### config.mk
export PLATFORM = sky130hd
export DESIGN_NAME = pe_array_feeder
export DESIGN_NICKNAME = d
export VERILOG_FILES = /design/src/rtl/pe_array_feeder_pkg.sv /design/src/rtl/pe_array_feeder_feed_skew.sv /design/src/rtl/pe_array_feeder.sv
export SDC_FILE = /design/constraint.sdc
export NUM_CORES = 2
export LEC_CHECK = 0
export ABC_AREA = 1
export BUFFER_PORTS_ARGS = -buffer_cell sky130_fd_sc_hd__buf_2
export CORE_MARGIN = 2
export CORE_UTILIZATION = 56
export CTS_CLUSTER_SIZE = 24
export DETAILED_ROUTE_END_ITERATION = 10
export PLACE_DENSITY = 0.75
export SYNTH_ARGS = -nofsm -noshare
export SYNTH_HDL_FRONTEND = slang
export SYNTH_SLANG_ARGS = --single-unit
### constraint.sdc
create_clock -name clk -period 4 [get_ports clk]
set_clock_uncertainty 0.2 [all_clocks]
set_input_delay 0.2 -clock clk [delete_from_list [all_inputs] [get_ports clk]]
set_output_delay 0.2 -clock clk [all_outputs]
set_load 0.01 [all_outputs]
### src/rtl/pe_array_feeder_pkg.sv
// rtl/pe_array_feeder_pkg.sv - shared sizes and FSM encoding for the PE array feeder
package pe_array_feeder_pkg;
  localparam int PE_N  = 8;
  localparam int PE_DW = 32;

  typedef enum logic [1:0] {
    ST_LOAD   = 2'd0,
    ST_STREAM = 2'd1,
    ST_WAIT   = 2'd2,
    ST_DONE   = 2'd3
  } state_t;
endpackage

### src/rtl/pe_array_feeder_feed_skew.sv
// rtl/pe_array_feeder_feed_skew.sv - per-lane delay lines turning aligned columns into the skewed lane bus
module feed_skew #(
  parameter int N    = 8,
  parameter int DW   = 32,
  parameter int SKEW = 1
) (
  input  logic            clk,
  input  logic            rst,
  input  logic            clr,
  input  logic            adv,
  input  logic [N*DW-1:0] col,
  output logic [N*DW-1:0] lanes
);

  for (genvar i = 0; i < N; i++) begin : g_lane
    logic [DW-1:0] q;
    assign lanes[i*DW +: DW] = q;

    if (SKEW == 0 || i == 0) begin : g_direct
      always_ff @(posedge clk or negedge rst) begin
        if (!rst)            q <= '0;
        else if (clr || !adv) q <= '0;
        else                 q <= col[i*DW +: DW];
      end
    end else begin : g_delay
      // Lowest word of dl is the newest column entry; the top word is i steps old.
      logic [i*DW-1:0]     dl;
      logic [(i+1)*DW-1:0] sh;
      assign sh = {dl, col[i*DW +: DW]};

      always_ff @(posedge clk or negedge rst) begin
        if (!rst) begin
          dl <= '0;
          q  <= '0;
        end else if (clr || !adv) begin
          dl <= '0;
          q  <= '0;
        end else begin
          dl <= sh[i*DW-1:0];
          q  <= sh[(i+1)*DW-1 -: DW];
        end
      end
    end
  end

endmodule

### src/rtl/pe_array_feeder.sv
// rtl/pe_array_feeder.sv - buffers an NxN matrix from the host and streams it skewed into the PE array
module pe_array_feeder
  import pe_array_feeder_pkg::*;
#(
  parameter int N    = PE_N,
  parameter int DW   = PE_DW,
  parameter int SKEW = 1
) (
  input  logic            clk,
  input  logic            rst,
  input  logic            flush,
  input  logic            in_valid,
  input  logic [DW-1:0]   in_data,
  output logic            in_ready,
  output logic [N*DW-1:0] a_out,
  output logic            en_out,
  input  logic            fin,
  output logic            busy,
  output logic            done
);

  localparam int WW    = $clog2(N*N);
  localparam int SW    = $clog2(2*N);
  localparam int STEPS = (SKEW != 0) ? 2*N-1 : N;
  localparam logic [WW-1:0] W_LAST = WW'(N*N-1);
  localparam logic [SW-1:0] S_END  = SW'(STEPS);

  state_t          state;
  logic [WW-1:0]   wcnt;
  logic [SW-1:0]   s;
  logic            fin_lat;
  logic [DW-1:0]   mem [N*N];
  logic [N*DW-1:0] col;
  logic [SW-1:0]   step;
  logic            accept;
  logic            load_last;
  logic            adv;

  assign accept    = in_valid && in_ready && !flush;
  assign load_last = accept && (wcnt == W_LAST);
  // s holds the next step to emit; step 0 goes out on the edge that completes the load.
  assign step      = (state == ST_STREAM) ? s : '0;
  assign adv       = load_last || ((state == ST_STREAM) && (s != S_END));

  always_comb begin
    col = '0;
    if (step < SW'(N)) begin
      for (int i = 0; i < N; i++) begin
        col[i*DW +: DW] = mem[WW'(i*N) + WW'(step)];
      end
    end
  end

  always_ff @(posedge clk) begin
    if (accept) mem[wcnt] <= in_data;
  end

  always_ff @(posedge clk or negedge rst) begin
    if (!rst) begin
      state    <= ST_LOAD;
      wcnt     <= '0;
      s        <= '0;
      fin_lat  <= 1'b0;
      in_ready <= 1'b0;
      en_out   <= 1'b0;
      busy     <= 1'b0;
      done     <= 1'b0;
    end else if (flush) begin
      state    <= ST_LOAD;
      wcnt     <= '0;
      s        <= '0;
      fin_lat  <= 1'b0;
      in_ready <= 1'b1;
      en_out   <= 1'b0;
      busy     <= 1'b0;
      done     <= 1'b0;
    end else begin
      done <= 1'b0;
      case (state)
        ST_LOAD: begin
          in_ready <= 1'b1;
          if (accept) begin
            if (load_last) begin
              wcnt     <= '0;
              s        <= SW'(1);
              state    <= ST_STREAM;
              in_ready <= 1'b0;
              en_out   <= 1'b1;
              busy     <= 1'b1;
            end else begin
              wcnt <= wcnt + 1'b1;
            end
          end
        end
        ST_STREAM: begin
          fin_lat <= fin_lat | fin;
          if (s == S_END) begin
            state  <= ST_WAIT;
            en_out <= 1'b0;
            s      <= '0;
          end else begin
            s <= s + 1'b1;
          end
        end
        ST_WAIT: begin
          if (fin || fin_lat) begin
            state   <= ST_DONE;
            fin_lat <= 1'b0;
            done    <= 1'b1;
            busy    <= 1'b0;
          end
        end
        ST_DONE: begin
          state    <= ST_LOAD;
          in_ready <= 1'b1;
        end
        default: state <= ST_LOAD;
      endcase
    end
  end

  feed_skew #(.N(N), .DW(DW), .SKEW(SKEW)) u_skew (
    .clk   (clk),
    .rst   (rst),
    .clr   (flush),
    .adv   (adv),
    .col   (col),
    .lanes (a_out)
  );

endmodule

# Word-level counts from Yosys, hierarchy flattened
# Memory sizes are Yosys's and may differ from the RTL's.
# Index checks and enable logic that the tools add are counted.
# word_totals
register_bits,1169
ramBits,2048
input_bits,37
output_inout_bits,260
elab_cells,118
mem_count,1
# memory_table
memory,depth,width,read_ports,rd_ports_with_merged_regs,write_ports,line_no,source
mem,64,32,8,0,1,pe_array_feeder.sv:32,logic [DW-1:0] mem [N*N];
# op_classes
n_addsub,9
magnitude_cmp,1
n_eq_ne,10
muxes,51
n_bitwise,1
reduce_logical,22
# op_table
cell,count
$mux 32,9
$mux 256,1
$mux 224,1
$mux 192,1
$mux 160,1
$mux 128,1
$mux 96,1
$mux 64,1
$mux 6,4
$mux 4,5
$mux 1,15
$add 5x4->6 const A,2
$add 6x4->6 const A,2
$reduce_and 4->1,3
$reduce_bool 3->1,4
$mux 2,5
$ne 3x3->1 const B,3
$pmux 1 s2,4
$pmux 2 s4,1
$pmux 4 s2,1
$add 4x5->6 const A,1
$add 5x5->6 const A,1
$add 6x1->6 const B,1
$eq 6x6->1 const B,1
16 further kinds,25

# Depth between registers and ports, before layout
# depth
depth_word,7
ltp_mapped,13
depth_no_buf,10

# Cells and area by module
# From an unflattened synthesis, not the netlist that was laid out.
# hier_totals
cells_unflattened,10636
area_unflattened_um2,122990.5
# by_module_without_submodules
mod,instances,cells_per_inst,area_each_um2,seq_area_each_um2
pe_array_feeder,1,7051,84722.5,61924.4
feed_skew,1,3585,38268.0,28827.6

# Least setup slack after synthesis
# OpenSTA, ideal clock, no wires.
# synth_timing
path_type,reg2reg
startpoint,reg in_ready
endpoint,mem mem[63][0] (enable)
setup_ns,0.461
arrival_time_ns,3.352
required_ns,3.339
path_slack_ns,-0.013
path_stages_with_launch,6
path_buffers,1
period_less_slack_ns,4.013
cell_sequence,dfrtp_1 > nand2_1 > nor2_1 > clkbuf_1 > nand2_1 > nor3_1
# synth_via
elab_chain_cells,4
# synth_rtl
item,line_no,source
"start, declared",pe_array_feeder.sv:14,"output logic in_ready,"
"start signal, assigned",pe_array_feeder.sv:64,in_ready <= 1'b0;
"start signal, assigned",pe_array_feeder.sv:73,in_ready <= 1'b1;
"start signal, assigned",pe_array_feeder.sv:81,in_ready <= 1'b1;
$logic_and 1x1->1 (2 in series),pe_array_feeder.sv:39,assign accept = in_valid && in_ready && !flush;
$mux 1,pe_array_feeder.sv:55,if (accept) mem[wcnt] <= in_data;
$mux 1 (implied by the code),pe_array_feeder.sv:55,
"end, declared",pe_array_feeder.sv:32,
# Every way passes these cells.

# Worst setup path after layout
# layout_timing
startpoint,reg state[1]
endpoint,reg u_skew.g_lane[6].g_delay.dl[14]
# layout_via
elab_chain_cells,6
word_cells_on_any_way,11
classes_between,add/sub (1); order compare (1); eq/ne (1); mux (3); reduce/logical (4); memory (1)
# layout_rtl
item,line_no,source
"start, declared",pe_array_feeder.sv:28,state_t state;
"start signal, assigned",pe_array_feeder.sv:60,state <= ST_LOAD;
"start signal, assigned",pe_array_feeder.sv:69,state <= ST_LOAD;
"start signal, assigned",pe_array_feeder.sv:86,state <= ST_STREAM;
$eq 2x1->1 (*),"pe_array_feeder.sv:42, pe_array_feeder.sv:43",
$mux 4 or $logic_and 1x1->1 (tied branches),"pe_array_feeder.sv:42, pe_array_feeder.sv:43",
$add 5x5->6 or $logic_or 1x1->1 (tied branches),"pe_array_feeder.sv:49, pe_array_feeder.sv:43",
$mem_v2 64x32 or $logic_not 1->1 (tied branches),-,
$mux 256 or $logic_or 1x1->1 (tied branches),"pe_array_feeder.sv:47, pe_array_feeder_feed_skew.sv:35",
$mux 192 (*),pe_array_feeder_feed_skew.sv:35,end else if (clr || !adv) begin
"end signal, assigned",pe_array_feeder_feed_skew.sv:39,dl <= sh[i*DW-1:0];
"end, declared",pe_array_feeder_feed_skew.sv:27,logic [i*DW-1:0] dl;
# Mark *: on every way between the ends. The rest lies on a longest branch, timed or not.
# A chain may end at the register's enable or synchronous reset.

==> impl_metrics.ini <==
[place]
port_buffers = 296
gp_congestion = 0.812
dp_hpwl_mm = 153
dpl-instance-area_sq_um = 127000

[clock_tree]
htree_levels = 5
worstSkewPairLatency_ns = 0.96
path_clk_slew_ns = 0.06
clk_root_buffer_cell = clkbuf_16
post_cts_resized = 0
cts_sinks = 3217
clock_tree.buffer_depth = 4
tritoncts = yes
cts_buffers = 327

[floorplanning]
core_sq_um = 217000
io_pins = 297
rows = 171
die-height_um = 470
chipWidth_um = 470
die-area_sq_um = 221000
start_util_pct = 56.2

[sta]
tightest_slew_ns = 1.41
slew_headroom_pct = 6.16
period_share_pct = 85.0
period_needed_ns = 3.40
slew_viol_final = 0
rsz0062_at_grt = no
fmaxAchievable_mhz = 294
tns_ns = 0
setup_viol = 0
final_hold_viol_count = 0

[route]
routed_wirelength_mm = 292
drtIter0Drc = 9039
viasPerCell = 5.40
ant_nets = 0
wl_per_cell_um = 20.6
first_pass_iters = 8
drc = 0
vias = 76700

[worst_setup_path]
criticalPathCategory = register to register
cp_cell_sequence = inv_1 > ha_1 > nand2_8 > inv_8 > buf_12 > buf_12 > nand2_1 > nand3_1 > nand2_1 > nand2_1 > nand2_1 > nor2_1
cp_common_cell = nand2_1
cp_slowest_cell = ha_1
crit_family = buffers and inverters
crit_fanout = 56
crit_buf_inv = 4
max_stage_delay_ns = 0.67
start_kind = register
reg2reg_depth = 12
critical_path_required_ns = 4.63
cp_data_arrival_time_ns = 4.03
cp.depth = 12
endpoint_kind = register

[layout]
multi_input_area_sq_um = 22800
drive_gt1_share_pct = 9.65
fill_cells = 15600
syn2layout_area_growth_pct = 13.1
fin_nets = 11100
finalInstanceArea_sq_um = 138000
ff_latch_area_sq_um = 90800

[grt]
antenna_found_initial = 12
grt_pass1_wl_mm = 447
grt_max_degree = 200
grt_pass1_vias = 77400
grt-ovfl-total = 0
grtUsageTotal_pct = 26.5

[synthesis]
synth_warnings = 0
ys_types = 27
syn-cell-area_sq_um = 122000
synthCells = 10700
ys_ff_latch = 3217
avgSynthCellArea_sq_um = 11.3
synth-seq-area-share_pct = 74.6
synth_fp_nets = 10800

[power]
powerDensity_nw_per_um2 = 550
p_leak_nw = 57.8
vdd_ir_drop_max_uv = 454
totalPowerFinal_mw = 75.7

[hold_path]
hold-path-cell-count = 4
hold_path_class = input pin to register

[job]
maxCapViolCount = 0

[status]
outcome = complete, no violations
-- synth_stat cells (all sizes together) --
master	n	share of area, %
a21oi	102	0.42
buf	350	1.7
clkbuf	190	0.59
dfrtp	1169	24
edfxtp	2048	51
ha	6	0.062
inv	1492	4.6
nand2	2848	8.8
nand3	1045	4.3
nand3b	2	0.015
nand4	6	0.031
nor2	1267	4.0
nor3	6	0.025
nor4	1	0.0051
o211ai	32	0.20
o21a	1	0.0062
o21ai	164	0.67
or2	1	0.0051
-- power by group --
part	total (mW)	switching (mW)	internal, mW
registers	36.5	0.372	36.1
clock network	29.5	12.2	17.3
logic	9.67	7.09	2.58
-- final timing paths --
check,slack (ns),startpoint,endpoint
setup reg to reg,0.60,state[1],u_skew.g_lane[6].g_delay.dl[14]
setup / recovery,0.60,state[1],u_skew.g_lane[6].g_delay.dl[14]
max in group asynchronous,2.36,rst,u_skew.g_lane[3].g_delay.dl[48]
min in group asynchronous,0.53,rst,u_skew.g_lane[6].g_delay.dl[163]
hold / removal,0.08,fin,done
hold reg to reg,0.23,u_skew.g_lane[6].g_delay.dl[80],u_skew.g_lane[6].g_delay.dl[112]
-- area by class of cell --
| type | count | area share [%] |
|---|---|---|
| sequential | 3217 | 66.0 |
| multi-input combinational | 5481 | 16.6 |
| clock buffer | 477 | 6.78 |
| inverter | 1492 | 4.09 |
| timing repair buffer | 566 | 3.23 |
| tap | 2854 | 2.60 |
| clock inverter | 103 | 0.760 |
| antenna | 11 | 0.0200 |
-- stage by stage --
step | setup slack [ns] | hold WS (ns) | cells | util [%]
CTS | 0.645 | 0.00522 | 14200 | 63.5
detailed placement | 0.725 | 0.0900 | 13600 | 58.5
global placement | 0.807 | 0.0738 | 13600 | 58.5
finish | 0.600 | 0.0760 | 14200 | 63.5
global route | 0.370 | 0.0770 | 14200 | 63.5
floorplan | 0.0130 | -0.296 | 10700 | -
-- flip-flops by register name, indices dropped and copies added (netlist names) --
signal and count:
busy 1, done 1, en_out 1, fin_lat 1, in_ready 1, mem 2048, s 4, state 2
u_skew.g_lane.g_delay.dl 896, u_skew.g_lane.q 256, wcnt 6
-- layout by cell type, fill, tap and decap left out, types with 2 or more instances in the layout --
cell type / count
nand2_1: 2842
edfxtp_1: 2048
inv_1: 1487
nor2_1: 1185
dfrtp_1: 1168
nand3_1: 1045
clkbuf_16: 330
buf_2: 292
buf_4: 170
o21ai_0: 164
a21oi_1: 102
clkbuf_1: 95
nor2_2: 72
buf_12: 64
clkbuf_8: 51
clkinv_2: 48
dlygate4sd3_1: 39
o211ai_1: 32
bufinv_16: 18
clkinv_1: 17
diode_2: 11
nor2_4: 10
inv_6: 7
nand4_1: 6
ha_1: 6
clkinv_8: 5
clkinvlp_4: 4
nand2_4: 3
inv_8: 3
nand2_8: 3
nor3_1: 3
inv_4: 2
nor3_2: 2
clkinv_4: 2
-- per-layer routing --
layer | routed length, um | track usage (%) | vias to the layer above | share of wire [%]
met4 | 11800 | 11.4 | 4 | 4.0
li1 | - | - | 34800 | -
met5 | 15 | 0 | - | 0.0051
met2 | 140000 | 43.0 | 3744 | 48
met3 | 27700 | 4.74 | 614 | 9.5
met1 | 113000 | 35.4 | 37600 | 39
-- repair_timing --
action | 4_1_cts | 5_1_grt
buffers inserted | 0 | 0
hold buffers | 40 | 0
endpoints found under the hold margin | 2396 | 0
endpoints found under the setup margin | 0 | 0
-- cells by family after synthesis --
| logic type | synth area share (%) |
|---|---|
| compound gates | 1.30 |
| fa+ha+maj | 0.0617 |
| buf+inv | 6.87 |
| flops | 74.6 |
| simple gates | 17.2 |
-- worst reg2reg max path, stage by stage (launching register included) --
cell     delay [ns]
dfrtp_1        0.41
inv_1          0.09
ha_1           0.67
nand2_8        0.31
inv_8          0.43
buf_12         0.30
buf_12         0.32
nand2_1        0.13
nand3_1        0.10
nand2_1        0.09
nand2_1        0.06
nand2_1        0.06
nor2_1         0.09
(Power assumes the default switching activity.)
